<file path="config.mk">
export PLATFORM = sky130hd
export DESIGN_NAME = ps2_keyboard
export DESIGN_NICKNAME = d
export VERILOG_FILES = /design/src/rtl/ps2_keyboard.sv
export SDC_FILE = /design/constraint.sdc
export NUM_CORES = 1
export LEC_CHECK = 0
export BUFFER_PORTS_ARGS = -buffer_cell sky130_fd_sc_hd__buf_2
export CAP_MARGIN = 20
export CORE_AREA = 2 2 100 102
export DETAILED_ROUTE_END_ITERATION = 6
export DIE_AREA = 0 0 102 104
export GPL_TIMING_DRIVEN = 0
export PLACE_DENSITY = 0.52
export SLEW_MARGIN = 20
export SYNTH_ARGS = -nofsm -noshare
export SYNTH_HDL_FRONTEND = slang
export SYNTH_SLANG_ARGS = --single-unit
</file>
<file path="constraint.sdc">
create_clock -name clk14 -period 6.3 [get_ports clk14]
set_clock_uncertainty 0.2 [all_clocks]
set_input_delay 1.26 -clock clk14 [delete_from_list [all_inputs] [get_ports clk14]]
set_output_delay 1.26 -clock clk14 [all_outputs]
set_load 0.03 [all_outputs]
</file>
<file path="src/rtl/ps2_keyboard.sv">
// PS/2 set-2 keyboard receiver with a US-layout ASCII translator (bit 7 set)
// and a two-register CPU read port: KBD data at address 0, KBDCR status at address 1.
module ps2_keyboard #(
  parameter int FILTER  = 8,
  parameter int TIMEOUT = 14000
) (
  input  logic       clk14,
  input  logic       rst,
  input  logic       enable,
  input  logic       address,
  input  logic       r_en,
  input  logic       ps2_clk,
  input  logic       ps2_data,
  output logic [7:0] dout,
  output logic       key_ready,
  output logic       frame_err
);
  localparam int FW = $clog2(FILTER + 1);
  localparam int TW = $clog2(TIMEOUT + 1);

  localparam logic [1:0] IDLE   = 2'd0;
  localparam logic [1:0] DATA   = 2'd1;
  localparam logic [1:0] PARITY = 2'd2;
  localparam logic [1:0] STOP   = 2'd3;

  logic [1:0]    clk_sync, dat_sync;
  logic          fclk, fall;
  logic [FW-1:0] fcnt;
  logic [1:0]    state;
  logic [2:0]    bcnt;
  logic [7:0]    shreg;
  logic          par;
  logic [TW-1:0] tcnt;
  logic          rx_valid;
  logic          brk, ext, shift;
  logic [7:0]    data_reg;
  logic [8:0]    xl;

  always_ff @(posedge clk14 or posedge rst) begin
    if (rst) begin
      clk_sync <= 2'b11;
      dat_sync <= 2'b11;
    end else begin
      clk_sync <= {clk_sync[0], ps2_clk};
      dat_sync <= {dat_sync[0], ps2_data};
    end
  end

  // fall is registered so the data sample happens one cycle after the filtered edge
  always_ff @(posedge clk14 or posedge rst) begin
    if (rst) begin
      fclk <= 1'b1;
      fcnt <= '0;
      fall <= 1'b0;
    end else begin
      fall <= 1'b0;
      if (clk_sync[1] != fclk) begin
        if (fcnt == FW'(FILTER - 1)) begin
          fclk <= clk_sync[1];
          fcnt <= '0;
          fall <= fclk;
        end else begin
          fcnt <= fcnt + FW'(1);
        end
      end else begin
        fcnt <= '0;
      end
    end
  end

  always_ff @(posedge clk14 or posedge rst) begin
    if (rst) begin
      state     <= IDLE;
      bcnt      <= '0;
      shreg     <= '0;
      par       <= 1'b0;
      tcnt      <= '0;
      rx_valid  <= 1'b0;
      frame_err <= 1'b0;
    end else begin
      rx_valid  <= 1'b0;
      frame_err <= 1'b0;
      if (fall) begin
        tcnt <= '0;
        case (state)
          IDLE: if (!dat_sync[1]) begin
            state <= DATA;
            bcnt  <= '0;
          end
          DATA: begin
            shreg <= {dat_sync[1], shreg[7:1]};
            bcnt  <= bcnt + 3'd1;
            if (bcnt == 3'd7) state <= PARITY;
          end
          PARITY: begin
            par   <= dat_sync[1];
            state <= STOP;
          end
          default: begin
            state <= IDLE;
            if (dat_sync[1] && (^{shreg, par})) rx_valid  <= 1'b1;
            else                                frame_err <= 1'b1;
          end
        endcase
      end else if (state != IDLE) begin
        if (tcnt == TW'(TIMEOUT - 1)) begin
          state <= IDLE;
          tcnt  <= '0;
        end else begin
          tcnt <= tcnt + TW'(1);
        end
      end
    end
  end

  // {hit, character}; character always carries bit 7
  function automatic logic [8:0] xlate(input logic [7:0] c, input logic sh);
    logic [6:0] a;
    logic       hit;
    a   = '0;
    hit = 1'b1;
    case (c)
      8'h1C: a = 7'h41; 8'h32: a = 7'h42; 8'h21: a = 7'h43; 8'h23: a = 7'h44;
      8'h24: a = 7'h45; 8'h2B: a = 7'h46; 8'h34: a = 7'h47; 8'h33: a = 7'h48;
      8'h43: a = 7'h49; 8'h3B: a = 7'h4A; 8'h42: a = 7'h4B; 8'h4B: a = 7'h4C;
      8'h3A: a = 7'h4D; 8'h31: a = 7'h4E; 8'h44: a = 7'h4F; 8'h4D: a = 7'h50;
      8'h15: a = 7'h51; 8'h2D: a = 7'h52; 8'h1B: a = 7'h53; 8'h2C: a = 7'h54;
      8'h3C: a = 7'h55; 8'h2A: a = 7'h56; 8'h1D: a = 7'h57; 8'h22: a = 7'h58;
      8'h35: a = 7'h59; 8'h1A: a = 7'h5A;
      8'h45: a = sh ? 7'h29 : 7'h30;
      8'h16: a = sh ? 7'h21 : 7'h31;
      8'h1E: a = sh ? 7'h40 : 7'h32;
      8'h26: a = sh ? 7'h23 : 7'h33;
      8'h25: a = sh ? 7'h24 : 7'h34;
      8'h2E: a = sh ? 7'h25 : 7'h35;
      8'h36: a = sh ? 7'h5E : 7'h36;
      8'h3D: a = sh ? 7'h26 : 7'h37;
      8'h3E: a = sh ? 7'h2A : 7'h38;
      8'h46: a = sh ? 7'h28 : 7'h39;
      8'h41: a = sh ? 7'h3C : 7'h2C;
      8'h49: a = sh ? 7'h3E : 7'h2E;
      8'h4A: a = sh ? 7'h3F : 7'h2F;
      8'h4C: a = sh ? 7'h3A : 7'h3B;
      8'h52: a = sh ? 7'h22 : 7'h27;
      8'h4E: a = sh ? 7'h5F : 7'h2D;
      8'h55: a = sh ? 7'h2B : 7'h3D;
      8'h29: a = 7'h20;
      8'h5A: a = 7'h0D;
      8'h66: a = 7'h5F;
      8'h76: a = 7'h1B;
      default: hit = 1'b0;
    endcase
    return {hit, 1'b1, a};
  endfunction

  assign xl = xlate(shreg, shift);

  // a latch later in this block overrides the read-clear in the same cycle
  always_ff @(posedge clk14 or posedge rst) begin
    if (rst) begin
      brk       <= 1'b0;
      ext       <= 1'b0;
      shift     <= 1'b0;
      data_reg  <= '0;
      key_ready <= 1'b0;
    end else begin
      if (enable && r_en && !address) key_ready <= 1'b0;
      if (rx_valid) begin
        if (shreg == 8'hF0) begin
          brk <= 1'b1;
        end else if (shreg == 8'hE0) begin
          ext <= 1'b1;
        end else begin
          brk <= 1'b0;
          ext <= 1'b0;
          if (!ext) begin
            if (shreg == 8'h12 || shreg == 8'h59) begin
              shift <= !brk;
            end else if (!brk && xl[8]) begin
              data_reg  <= xl[7:0];
              key_ready <= 1'b1;
            end
          end
        end
      end
    end
  end

  assign dout = address ? {key_ready, 7'b0} : data_reg;
endmodule

</file>
; ---- After elaboration in Yosys (flattened, before gate mapping)
; Cells that the tools add are included.
[totals]
register_bits = 52
inputBits = 7
output_inout_bits = 10
[classes]
n_addsub = 3
n_eq_ne = 61
n_mux = 51
bitwise = 4
n_reduce_logical = 24
[ops]
columns = op, count
row1 = $pmux 7 s47, 1
row2 = $eq 8x6->1 const B, 23
row3 = $eq 8x7->1 const B, 18
row4 = $eq 8x5->1 const B, 8
row5 = $mux 5, 12
row6 = $reduce_or 47->1, 1
row7 = $mux 14, 3
row8 = $mux 7, 3
row9 = $mux 1, 20
row10 = $eq 8x8->1 const B, 2
row11 = $add 14x1->14 const B, 1
row12 = $eq 14x14->1 const B, 1
row13 = $mux 2, 5
row14 = $reduce_and 2->1, 5
row15 = $reduce_xor 9->1, 1
row16 = $mux 4, 2
row17 = $mux 8, 1
row18 = $reduce_bool 2->1, 4
row19 = $mux 3, 2
row20 = $ne 3x3->1 const B, 2
row21 = $pmux 2 s3, 1
row22 = $pmux 3 s2, 1
row23 = $reduce_and 6->1, 1
row24 = $reduce_and 5->1, 1
row25 = other kinds (16), 24

; ---- Longest topological paths before layout
[depth]
word_depth = 10
depth_mapped = 10
ltp_nobuf = 8

; ---- Worst setup path after synthesis
; OpenSTA, ideal clock, no wires.
[synth_path]
kind = input -> output
start = input port address
end = output port dout[0]
arrival_ns = 1.692
slack_ns = 3.148
stages = 1
path_buffers = 0
cell_sequence = nor2b_1
[synth_via]
elab_chain_len = 1
[synth_lines]
columns = element, line_no
row1 = "start, declared", 10  ; input logic address,
row2 = $mux 8, 189  ; assign dout = address ? {key_ready, 7'b0} : data_reg;
row3 = "end, declared", 14  ; output logic [7:0] dout,
; Every way passes these cells.

; ---- Worst setup path in the final report
[layout_path]
start = input port address
end = output port dout[7]
; Same word-level chain as after synthesis.

==> flow_summary.toml <==
[run_status]
outcome = "finished, final reports clean"

[detailed_routing]
drt-wirelength-per-cell_um = 17.1
drcViolationCount = 0
avgViaCountPerCell = 5.69
ant_nets = 0
drtIter0Drc = 241
num_vias = 3126
wl_um = 9410
dr.pass1.iters = 4

[sta]
tightestPinTransition_ns = 0.741
slew_headroom_pct = 49.9
finalSetupViolCount = 0
max_freq_mhz = 294
fin_crit_sh_pct = 54.0
rsz0062_at_grt = "false"
period_needed_ns = 3.40
tns_ns = 0
hold_viol_final = 0
slew_violations = 0
setup_ws_ns = 2.90

[layout]
utilization_pct = 42.7
largest_reg_flops = 14
areaGrowthSynthToFinish_pct = 9.23
finalInstanceArea_sq_mm = 0.00407
drive_above_1_share_pct = 21.2
final_cells = 549
nNetsFinal = 430
diodes = 0
n_fill_cell = 961

[synth]
syn_inst = 392
netlist_top_cells_area = "dfrtp_1 (32%), dfstp_2 (3.5%), mux2_2 (3.3%)"
synth_area_leader_cell = "dfrtp_1"
synth_top_cells_by_count = "dfrtp_1 (47), nor2_1 (26), nand2_1 (24)"
synth_fp_nets = 407
yosys_warnings = 0
ys_seq_area_share_pct = 35.1
synth_cell_types = 75
async_flop_share_pct = 100
syn-cell-area_sq_mm = 0.00373
synth_edf_count = 0
synth-seq-cells = 52
synthFlopType = "dfrtp_1"
syn_area_per_cell_sq_um = 9.51
yosysMostFrequentCell = "dfrtp_1"
yosys.area.top_type_share_pct = 31.5

[critical_path]
r2r.worst_path.cells = 7
worstPathCellList = "buf_2 > mux2_2 > buf_2"
worstSetupEndpointType = "output port"
critical_path.top_delay_family = "multiplexers"
cpMaxStageDelayCell = "mux2_2"
start_kind = "input pin"
r2r_slack_ns = 3.49
critical_path.max_stage_delay_ns = 0.34
cp_common_cell = "buf_2"
criticalPathCategory = "in2out"
critPathMaxFanout = 9
crit_required_ns = 4.84
rr_endpoint = "data_reg[3]"
worstPathArrival_ns = 1.94
path_buf_inv = 2
r2r-start = "shreg[1]"

[min_path]
hold_path_end = "dat_sync[1]"
hp-start = "dat_sync[0]"
hold_path_depth = 0
hp-class = "reg2reg"

[floorplan]
die_h_um = 104
io_pins = 17
coreArea_sq_mm = 0.00955
start_util_pct = 39.1
rows = 36
fp.dieArea_sq_mm = 0.0106
die_w_um = 102

[cts]
hold_buffers = 0
cts.sink_count = 52
cts_buffer_depth = 2
cts-resized-gates = 0
cts_tree = "done"
cts-root-buf = "clkbuf_8"
path_clk_slew_ns = 0.10
cts_made_buffers = 5
cts_setup_buffers = 0
clock_latency_ns = 0.32
h-tree-depth = 2

[place]
post-dp-hpwl_um = 6750
pre_cts_slack_ns = 2.89
place_inst = 541
port_buffers = 16
postPlaceCellArea_sq_mm = 0.00398
finalWeightedCongestion = 0.940

[global_route]
antenna_found_initial = 0
grt_pass1_wl_um = 15900
grt_pass1_vias = 3036
grt.overflow.total = 0
grt_max_degree = 53
grtUsageTotal_pct = 18.7

[power]
powerDensity_mw_per_mm2 = 147
peakVddDrop_uv = 125
power_leakage_nw = 1.74

[job]
cap_viol_max_count = 0
## logic make-up (layout without fill, tap and decap cells)
kind of cell             count (synthesis)  in the layout  synth area share [%]
AO/OA/AOI/OAI                           84             84                  15.6
XOR/XNOR                                20             20                  4.70
adder cells (fa/ha/maj)                  8              8                  2.68
buffers and inverters                   38             62                  5.67
flip-flops                              52             52                  35.1
multiplexers                            22             22                  7.08
AND/OR/NAND/NOR                        168            168                  29.2
## layer usage
metal / GRT usage [%] / part of all wire (%)
met4: 5.05 / 1.1
met2: 28.9 / 46
met5: 0 / 0
met3: 2.89 / 5.6
met1: 27.0 / 47
## cells in the final DEF, fill, tap and decap left out, types with 3 or more instances in the layout
cell type and n:
mux2_4 6, buf_2 30, xnor2_1 14, a21oi_1 18, a22oi_1 4, nand2b_1 8
mux2_2 11, clkbuf_8 5, or4b_1 3, nor4_1 4, nor2_1 26, dfrtp_1 47
xor2_1 6, nand4b_1 5, nand3b_1 3, ha_1 8, buf_4 3, o21ai_0 20
nor3_1 13, buf_6 5, clkbuf_1 5, nor3b_1 6, and3_1 3, or3_1 5
o22ai_1 3, dfstp_2 5, o211ai_1 4, nand4bb_1 3, a22o_1 4, inv_1 8
nor4bb_1 4, nand3_1 16, nand4_1 5, nand2_1 24, a21o_1 4, nor2b_1 15
mux2i_1 5
## per-stage QoR
stage               total power (W)  hold slack (ns)
finish                     0.000599            0.162
global route               0.000627            0.168
CTS                        0.000615            0.163
detailed placement         0.000397            0.147
global placement           0.000395            0.146
floorplan                  0.000386            0.145
## how the worst max path moves through the flow
stage               end  cells past startpoint  slack (ns)    start
6_report        dout[7]                      3        2.90  address
5_1_grt         dout[7]                      3        2.87  address
4_1_cts         dout[7]                      3        2.89  address
3_5_place_dp    dout[7]                      3        2.89  address
3_3_place_gp   shreg[3]                      2        2.84      rst
2_1_floorplan   dout[0]                      1        3.15  address
## final cells by class
| class | instances | area (sq um) | share of cell area [%] |
|---|---|---|---|
| Clock inverter | 3 | 26.3 | 0.645 |
| Buffer | 29 | 178 | 4.36 |
| Timing Repair Buffer | 16 | 80.1 | 1.97 |
| Clock buffer | 5 | 68.8 | 1.69 |
| Tap cell | 133 | 166 | 4.08 |
| Sequential cell | 52 | 1310 | 32.1 |
| Inverter | 9 | 36.3 | 0.891 |
| Multi-Input combinational cell | 302 | 2210 | 54.3 |
## power by group
part,switching (W),internal [W]
sequential,0.00000864,0.000348
clock,0.000129,0.0000813
combinational,0.0000178,0.0000143
total,0.000155,0.000444
## worst reg2reg max path, stage by stage (launching register included)
cell	delay (ns)
dfrtp_1	0.43
buf_2	0.18
nor4bb_1	0.67
a22o_1	0.25
a211o_1	0.18
nor4_4	0.07
a31oi_4	0.38
mux2_4	0.34
Power figures use the tool's default switching activity.
